==> src/rtl/prefix_scan_pkg.sv <==
// rtl/prefix_scan_pkg.sv - operator encoding and lane combine helper for the prefix scan pipe
package prefix_scan_pkg;

    typedef enum logic [1:0] {
        OP_ADD  = 2'd0,
        OP_OR   = 2'd1,
        OP_MAXU = 2'd2,
        OP_XOR  = 2'd3
    } scan_op_e;

    // Widest lane the combine helper handles; callers zero-extend into it and
    // truncate the result back to their own lane width.
    localparam int MAX_W = 64;

    // Identity element shared by every operator.
    localparam logic [MAX_W-1:0] IDENTITY = '0;

    // Zero-extended operands keep MAXU an unsigned compare, and truncating
    // the sum back to W bits gives the modulo-2^W wrap for ADD.
    function automatic logic [MAX_W-1:0] scan_combine(
        input scan_op_e          op,
        input logic [MAX_W-1:0]  a,
        input logic [MAX_W-1:0]  b
    );
        case (op)
            OP_ADD:  return a + b;
            OP_OR:   return a | b;
            OP_MAXU: return (a > b) ? a : b;
            default: return a ^ b;
        endcase
    endfunction

endpackage

==> src/rtl/prefix_scan_stage.sv <==
// rtl/prefix_scan_stage.sv - one registered Kogge-Stone combine level with hold enable
module prefix_scan_stage
    import prefix_scan_pkg::*;
#(
    parameter int LANES = 8,
    parameter int W     = 16,
    parameter int DIST  = 1
) (
    input  logic               clk,
    input  logic               rst,
    input  logic               en,
    input  logic               in_valid,
    input  logic [LANES*W-1:0] in_data,
    input  logic [1:0]         in_mode,
    input  logic               in_excl,
    input  logic               in_chain,
    output logic               out_valid,
    output logic [LANES*W-1:0] out_data,
    output logic [1:0]         out_mode,
    output logic               out_excl,
    output logic               out_chain
);

    logic [LANES*W-1:0] comb_data;

    // Lanes below DIST have no partner at this level and pass through.
    always_comb begin
        comb_data = in_data;
        for (int i = DIST; i < LANES; i++) begin
            comb_data[i*W +: W] = W'(scan_combine(scan_op_e'(in_mode),
                                                  MAX_W'(in_data[i*W +: W]),
                                                  MAX_W'(in_data[(i-DIST)*W +: W])));
        end
    end

    always_ff @(posedge clk or posedge rst) begin
        if (rst) begin
            out_valid <= 1'b0;
            out_data  <= '0;
            out_mode  <= '0;
            out_excl  <= 1'b0;
            out_chain <= 1'b0;
        end else if (en) begin
            out_valid <= in_valid;
            out_data  <= comb_data;
            out_mode  <= in_mode;
            out_excl  <= in_excl;
            out_chain <= in_chain;
        end
    end

endmodule

==> src/rtl/prefix_scan_pipe.sv <==
// rtl/prefix_scan_pipe.sv - pipelined parallel-prefix scan with operator select, exclusive mode and carry chaining
module prefix_scan_pipe
    import prefix_scan_pkg::*;
#(
    parameter int LANES = 8,
    parameter int W     = 16
) (
    input  logic               clk,
    input  logic               rst,
    input  logic               IN_valid,
    output logic               IN_ready,
    input  logic [LANES*W-1:0] IN_data,
    input  logic [1:0]         IN_mode,
    input  logic               IN_excl,
    input  logic               IN_chain,
    output logic               OUT_valid,
    input  logic               OUT_ready,
    output logic [LANES*W-1:0] OUT_data,
    output logic [W-1:0]       OUT_total
);

    localparam int L = $clog2(LANES);

    // Single stall domain: everything holds while the output beat is blocked.
    logic advance;
    assign advance  = !(OUT_valid && !OUT_ready);
    assign IN_ready = advance;

    logic               in_v;
    logic [LANES*W-1:0] in_d;
    logic [1:0]         in_m;
    logic               in_e;
    logic               in_c;

    always_ff @(posedge clk or posedge rst) begin
        if (rst) begin
            in_v <= 1'b0;
            in_d <= '0;
            in_m <= '0;
            in_e <= 1'b0;
            in_c <= 1'b0;
        end else if (advance) begin
            in_v <= IN_valid;
            in_d <= IN_data;
            in_m <= IN_mode;
            in_e <= IN_excl;
            in_c <= IN_chain;
        end
    end

    // Index 0 is the input register; index s is the output of combine level s.
    logic               st_valid [0:L];
    logic [LANES*W-1:0] st_data  [0:L];
    logic [1:0]         st_mode  [0:L];
    logic               st_excl  [0:L];
    logic               st_chain [0:L];

    assign st_valid[0] = in_v;
    assign st_data[0]  = in_d;
    assign st_mode[0]  = in_m;
    assign st_excl[0]  = in_e;
    assign st_chain[0] = in_c;

    for (genvar s = 1; s <= L; s++) begin : g_stage
        prefix_scan_stage #(
            .LANES (LANES),
            .W     (W),
            .DIST  (1 << (s - 1))
        ) u_stage (
            .clk       (clk),
            .rst       (rst),
            .en        (advance),
            .in_valid  (st_valid[s-1]),
            .in_data   (st_data[s-1]),
            .in_mode   (st_mode[s-1]),
            .in_excl   (st_excl[s-1]),
            .in_chain  (st_chain[s-1]),
            .out_valid (st_valid[s]),
            .out_data  (st_data[s]),
            .out_mode  (st_mode[s]),
            .out_excl  (st_excl[s]),
            .out_chain (st_chain[s])
        );
    end

    function automatic logic [W-1:0] lane_op(
        input logic [1:0]   m,
        input logic [W-1:0] a,
        input logic [W-1:0] b
    );
        return W'(scan_combine(scan_op_e'(m), MAX_W'(a), MAX_W'(b)));
    endfunction

    logic [W-1:0]       carry;
    logic [W-1:0]       seed;
    logic [LANES*W-1:0] out_next;
    logic [W-1:0]       total_next;

    always_comb begin
        seed     = st_chain[L] ? carry : W'(IDENTITY);
        out_next = '0;
        // Exclusive shift moves each inclusive result up one lane; lane 0 gets the seed.
        out_next[0 +: W] = st_excl[L] ? seed
                                      : lane_op(st_mode[L], seed, st_data[L][0 +: W]);
        for (int i = 1; i < LANES; i++) begin
            if (st_excl[L])
                out_next[i*W +: W] = lane_op(st_mode[L], seed, st_data[L][(i-1)*W +: W]);
            else
                out_next[i*W +: W] = lane_op(st_mode[L], seed, st_data[L][i*W +: W]);
        end
        total_next = lane_op(st_mode[L], seed, st_data[L][(LANES-1)*W +: W]);
    end

    // The carry is taken as the beat enters the output register so the very
    // next beat behind it can chain without waiting for the output handshake.
    always_ff @(posedge clk or posedge rst) begin
        if (rst) begin
            OUT_valid <= 1'b0;
            OUT_data  <= '0;
            OUT_total <= '0;
            carry     <= '0;
        end else if (advance) begin
            OUT_valid <= st_valid[L];
            if (st_valid[L]) begin
                OUT_data  <= out_next;
                OUT_total <= total_next;
                carry     <= total_next;
            end
        end
    end

endmodule

==> config.mk <==
export PLATFORM = sky130hd
export DESIGN_NAME = prefix_scan_pipe
export DESIGN_NICKNAME = d
export VERILOG_FILES = /design/src/rtl/prefix_scan_pkg.sv /design/src/rtl/prefix_scan_stage.sv /design/src/rtl/prefix_scan_pipe.sv
export SDC_FILE = /design/constraint.sdc
export NUM_CORES = 2
export LEC_CHECK = 0
export ABC_AREA = 1
export BUFFER_PORTS_ARGS = -buffer_cell sky130_fd_sc_hd__buf_2
export CAP_MARGIN = 20
export CORE_ASPECT_RATIO = 1.4
export CORE_MARGIN = 4
export CORE_UTILIZATION = 45
export CTS_CLUSTER_SIZE = 28
export DETAILED_ROUTE_END_ITERATION = 8
export PLACE_DENSITY = 0.71
export SLEW_MARGIN = 40
export SYNTH_ARGS = -nofsm -noshare
export SYNTH_HDL_FRONTEND = slang
export SYNTH_SLANG_ARGS = --single-unit
==> constraint.sdc <==
create_clock -name clk -period 24.1 [get_ports clk]
set_clock_uncertainty 0.05 [all_clocks]
set_input_delay 1.205 -clock clk [delete_from_list [all_inputs] [get_ports clk]]
set_output_delay 1.205 -clock clk [all_outputs]
set_load 0.005 [all_outputs]
Word level (Yosys, flattened, before mapping)
Cells that the tools add are included.
{"block": "totals", "ff_bits": 677, "inputBits": 136, "output_inout_bits": 146, "elab_cells": 199}
{"block": "op_classes", "add_sub_neg": 25, "order_cmp": 25, "eq_ne": 8, "n_mux": 59, "n_bitwise": 51, "reduce_logical": 8}
{"cell": "16-bit one-hot mux with 3 select lines", "count": 25}
{"cell": "16-bit 2-to-1 mux", "count": 34}
{"cell": "16-bit adder", "count": 25}
{"cell": "16-bit > comparator", "count": 25}
{"cell": "16-bit bitwise OR", "count": 25}
{"cell": "16-bit XOR", "count": 25}
{"cell": "2-bit by 1-bit equality test with 1-bit output (second input constant)", "count": 4}
{"cell": "2-bit equality test (second input constant)", "count": 4}
{"cell": "2-bit logical NOT", "count": 4}
{"cell": "1-bit logical NOT", "count": 2}
{"cell": "2-bit AND reduction", "count": 1}
{"cell": "1-bit logical AND", "count": 1}
{"cell": "1-bit NOT", "count": 1}

Logic depth before layout (Yosys ltp)
{"block": "depth", "depth_word": 5, "mapped_depth": 24, "mapped_depth_nobuf": 19}

Modules after synthesis
Synthesis repeated with hierarchy kept, for this count alone.
{"block": "hier_totals", "cells_unflattened": 12576, "hier_area_um2": 78896.9}
{"module": "prefix_scan_pipe", "instances": 1, "cells_per_inst": 4695, "area_per_inst_um2": 28030.6, "seq_area_each_um2": 6956.7}
{"module": "prefix_scan_stage at g_stage[1].u_stage", "instances": 1, "cells_per_inst": 3112, "area_per_inst_um2": 19446.2, "seq_area_each_um2": 3328.2}
{"module": "prefix_scan_stage at g_stage[2].u_stage", "instances": 1, "cells_per_inst": 2747, "area_per_inst_um2": 17867.1, "seq_area_each_um2": 3328.2}
{"module": "prefix_scan_stage at g_stage[3].u_stage", "instances": 1, "cells_per_inst": 2022, "area_per_inst_um2": 13553.0, "seq_area_each_um2": 3328.2}

Worst setup path before layout
Ideal clock, no wire load.
{"block": "synth_timing", "path_type": "reg-to-reg", "start": "register g_stage[3].u_stage.out_chain", "end": "register OUT_data[107]", "t_arrival_ns": 3.275, "setup_slack_ns": 20.657, "stages_incl_launch_ff": 21, "path_cell_list": "dfrtp_1 -> buf_6 -> buf_8 -> buf_6 -> nand2_1 -> clkbuf_1 -> inv_1 -> ha_1 -> a21oi_1 -> nand3_1 -> a21oi_1 -> nand2_4 -> nand2_4 -> buf_4 -> nand2_1 -> nand3_1 -> nand3_1 -> nand2_1 -> nand2_1 -> nand3_1 -> nand2_1"}
{"block": "synth_between", "elab_chain_cells": 5, "word_cells_on_any_way": 14}
{"element": "start: declaration", "line": "prefix_scan_stage.sv:21", "source": "output logic out_chain"}
{"element": "start signal: assignment", "line": "prefix_scan_stage.sv:48", "source": "out_chain <= in_chain;"}
{"element": "16-bit 2-to-1 mux (*)", "line": "prefix_scan_pipe.sv:100", "source": "seed = st_chain[L] ? carry : W'(IDENTITY);"}
{"element": "16-bit > comparator", "line": "prefix_scan_pkg.sv:28", "source": "OP_MAXU: return (a > b) ? a : b;"}
{"element": "16-bit 2-to-1 mux", "line": "prefix_scan_pkg.sv:28"}
{"element": "16-bit one-hot mux with 3 select lines", "line": "prefix_scan_pkg.sv:25", "source": "case (op)"}
{"element": "16-bit 2-to-1 mux (*)", "line": "prefix_scan_pipe.sv:106", "source": "if (st_excl[L])"}
{"element": "end signal: assignment", "line": "prefix_scan_pipe.sv:125", "source": "OUT_data <= out_next;"}
{"element": "end: declaration", "line": "prefix_scan_pipe.sv:18", "source": "output logic [LANES*W-1:0] OUT_data,"}
Mark *: on every way between the ends. The rest lies on a longest branch, timed or not.
A chain may end at the register's enable or synchronous reset.

Worst setup path after layout
{"block": "layout_timing", "start": "register g_stage[3].u_stage.out_chain", "end": "register OUT_data[86]"}
The elaborated chain is that of the path after synthesis.

==> results.md <==
* Initial antenna violation count at 25
* Core area at 164000 um^2
* Unique masters post-synth at 49
* PostCTS Resize Cnt at 0
* Total GRT Usage at between 30% and 40%
* Syn Inst Count at around 12000
* Top_reg_cell synth: dfrtp_1
* Final nets at around 13000
* Worst Path Max Fanout at 52
* First DRT Iteration DRCs at about 8200
* Asr flop ratio synth at between 90% and 100%
* Max Clk Rate at approximately 190 MHz
* Skew-Pair Late Insertion Delay at between 0.7 and 0.8 ns
* Post-synthesis sequential element count at 677
* Via count at 81800
* DRC Markers at 0
* HPWL after DPL at ~250 mm
* Clock transition at path regs at 0.07 ns
* Sink Count at between 600 and 700
* Synth-to-Final Area Change at 8.27%
* Grt ovf at 0
* Initial Util at 45.2%
* Tightest Pin Transition at about 0.96 ns
* DR pass1 iterations at 8
* Final Setup Violations at 0
* Most common cell after layout, fill and taps aside: nand2_1
* Most frequent cells in the layout: 3259 x nand2_1, 1736 x nand3_1, 1295 x inv_1, 1023 x ha_1, 824 x o21ai_0
* Critical Path AT at 5.85 ns
* FF-to-FF End: OUT_data[86]
* Syn Area/Cell at 6.38 um^2
* FF-to-FF setup slack at around 19 ns
* Core Rows at around 180
* Die width at ~350 um
* Top-level port count at 282
* Hold Fails Final Rpt at 0
* Critical Path RT at 24.67 ns
* Worst Setup Start Kind: flip-flop
* Clock buffer depth at 3
* Wire length per cell at ~24 um
* Max Cap Viol at 0
* Hold Path Sink: OUT_data[127]
* Setup Buffers After CTS at 0
* Hold Buf Count CTS at 0
* Yosys warnings at 0
* CTS Root Cell: clkbuf_16
* Vias per inst at 5.92
* Worst Hold Path Cells at 2
* Vias in the first global route at 77900
* Post-synth EDFFs at 0
* Post-synthesis sequential area ratio at a little under a quarter
* Drt total wl at roughly 330 mm
* Proportion of layout cells with a drive suffix above 1 at just over 6%
* Status: finished, final reports clean
* Die height at 488 um
* HP Start: OUT_data[127]
* Syn_nets at roughly 13000
* Worst r2r path cells at 18
* RSZ-0062 raised after global routing: no
* CTS Buf Count at approximately 80
* Final GP Congestion at 1.02
* Setup TNS at 0 ns
* Buffers on Ports at about 280
* Max H-tree Level at 3
* First-pass GRT wire length at 490 mm
* Cell area after synthesis at 74200 um^2
* Worst Setup End Kind: flip-flop
* Origin of the critical flop-to-flop path: g_stage[3].u_stage.out_chain
* Largest net degree at the start of global routing at 128
* CTS tree: done
* Worst hold path class: flip-flop to flip-flop
* Tmin final at 5.28 ns
* Die area at 172000 um^2
* Period utilization at 21.9%
* Max_slew headroom at around 36%
* CP Class: flip-flop to flip-flop
* Remaining antenna violation count at 0
* Slew Limit Fails at 0
-- metrics by stage --
stage                     hold WS, ns  setup slack (ns)  util (%)  cell area (um^2)  instances
after CTS                       0.427             19.02      48.9             80200      13800
after global placement          0.403             19.12      47.0             77100      13700
after floorplan                 0.382              3.87         -             74200      11600
final                           0.424             18.82      49.0             80300      13800
after global routing            0.443             18.71      48.9             80300      13800
after detailed placement        0.410             19.05      47.1             77300      13700
-- state kept, by name, summed over array words and instances, names as in the netlist --
register / flops
in_e: 1
g_stage.u_stage.out_excl: 3
carry: 16
OUT_valid: 1
g_stage.u_stage.out_data: 384
g_stage.u_stage.out_valid: 3
g_stage.u_stage.out_chain: 3
in_d: 128
g_stage.u_stage.out_mode: 6
in_m: 2
in_c: 1
in_v: 1
OUT_data: 128
-- cells by family after synthesis --
kind of cell,share of synthesized area (%)
AOI/OAI and AO/OA,14.6
xor gates and xnor gates,0.0708
adders and majority gates,17.7
buffers and inverters,9.57
DFF,22.8
and+or+nand+nor,35.2
-- Yosys cell counts (6+ instances only) --
library cell,instances,area (um^2)
a31o_2,8,70.1
o221ai_1,20,175
nand2_4,10,113
o211ai_1,143,1070
nand3_2,20,200
inv_2,9,33.8
o311ai_0,16,140
clkinv_1,8,30.0
o21ai_0,824,4120
buf_4,14,105
nor2_1,780,2930
inv_1,1307,4910
a21boi_0,37,278
a31oi_1,46,288
o21bai_1,78,586
nor2_2,7,43.8
or2_2,61,382
buf_2,75,375
buf_6,9,101
xnor2_1,6,52.6
dfrtp_1,677,16900
nand3_1,1736,8690
o22ai_1,15,93.8
buf_1,18,67.6
a21o_1,20,150
nor3_1,108,541
nand2_2,10,62.6
fa_1,17,340
a221oi_1,6,52.6
nand4_1,89,557
nand2_1,3279,12300
clkbuf_1,383,1440
ha_1,1023,12800
nand3b_1,6,45.0
o2111ai_1,25,219
o21ai_1,11,55.1
a211oi_1,13,97.6
o21a_1,23,173
nor4_1,28,175
a21oi_1,639,3200
-- worst max-delay path, cell delays in order (launching register included) --
cell and delay, ns:
dfrtp_2 0.34, buf_4 0.43, buf_4 0.79, nand2_1 0.11, buf_4 0.30, inv_1 0.26
buf_4 0.37, ha_1 0.34, nand2_1 0.10, nor3_2 0.25, nand3_2 0.46, nand2_4 0.41
nand2_1 0.09, nand3_1 0.08, nand3_1 0.23, nand3_1 0.23, nand2_1 0.07, nand2_1 0.05
nand2_1 0.06
-- layout make-up --
cell class	instances	area, um^2
diodes	12	30.0
clock buffers	98	2220
fillers	17100	83700
flip-flops and latches	677	16900
repair buffers	397	2430
well taps	2136	2670
clock inverters	52	724
inverters	1324	5010
multi-input cells	9122	50300
-- metal layers --
| layer | global-route usage [%] | share of wire, % |
|---|---|---|
| met1 | 43.0 | 37 |
| met2 | 61.3 | 46 |
| met3 | 6.16 | 8.2 |
| met4 | 29.9 | 9.5 |
| met5 | 0 | 0.043 |
-- worst max path at each step --
stage	slack (ns)	depth (start not counted)	to	from
finish	18.82	18	OUT_data[86]	g_stage[3].u_stage.out_chain
global route	18.71	18	OUT_data[86]	g_stage[3].u_stage.out_chain
CTS	19.02	18	OUT_data[86]	g_stage[3].u_stage.out_chain
detailed placement	19.05	18	OUT_data[86]	g_stage[3].u_stage.out_chain
global placement	19.12	18	OUT_data[86]	g_stage[3].u_stage.out_chain
floorplan	3.87	1	OUT_data[0]	rst
Power is left out: the tool's default activity adds up to more than one toggle a clock period on the data nets, which glitch-free logic cannot reach.
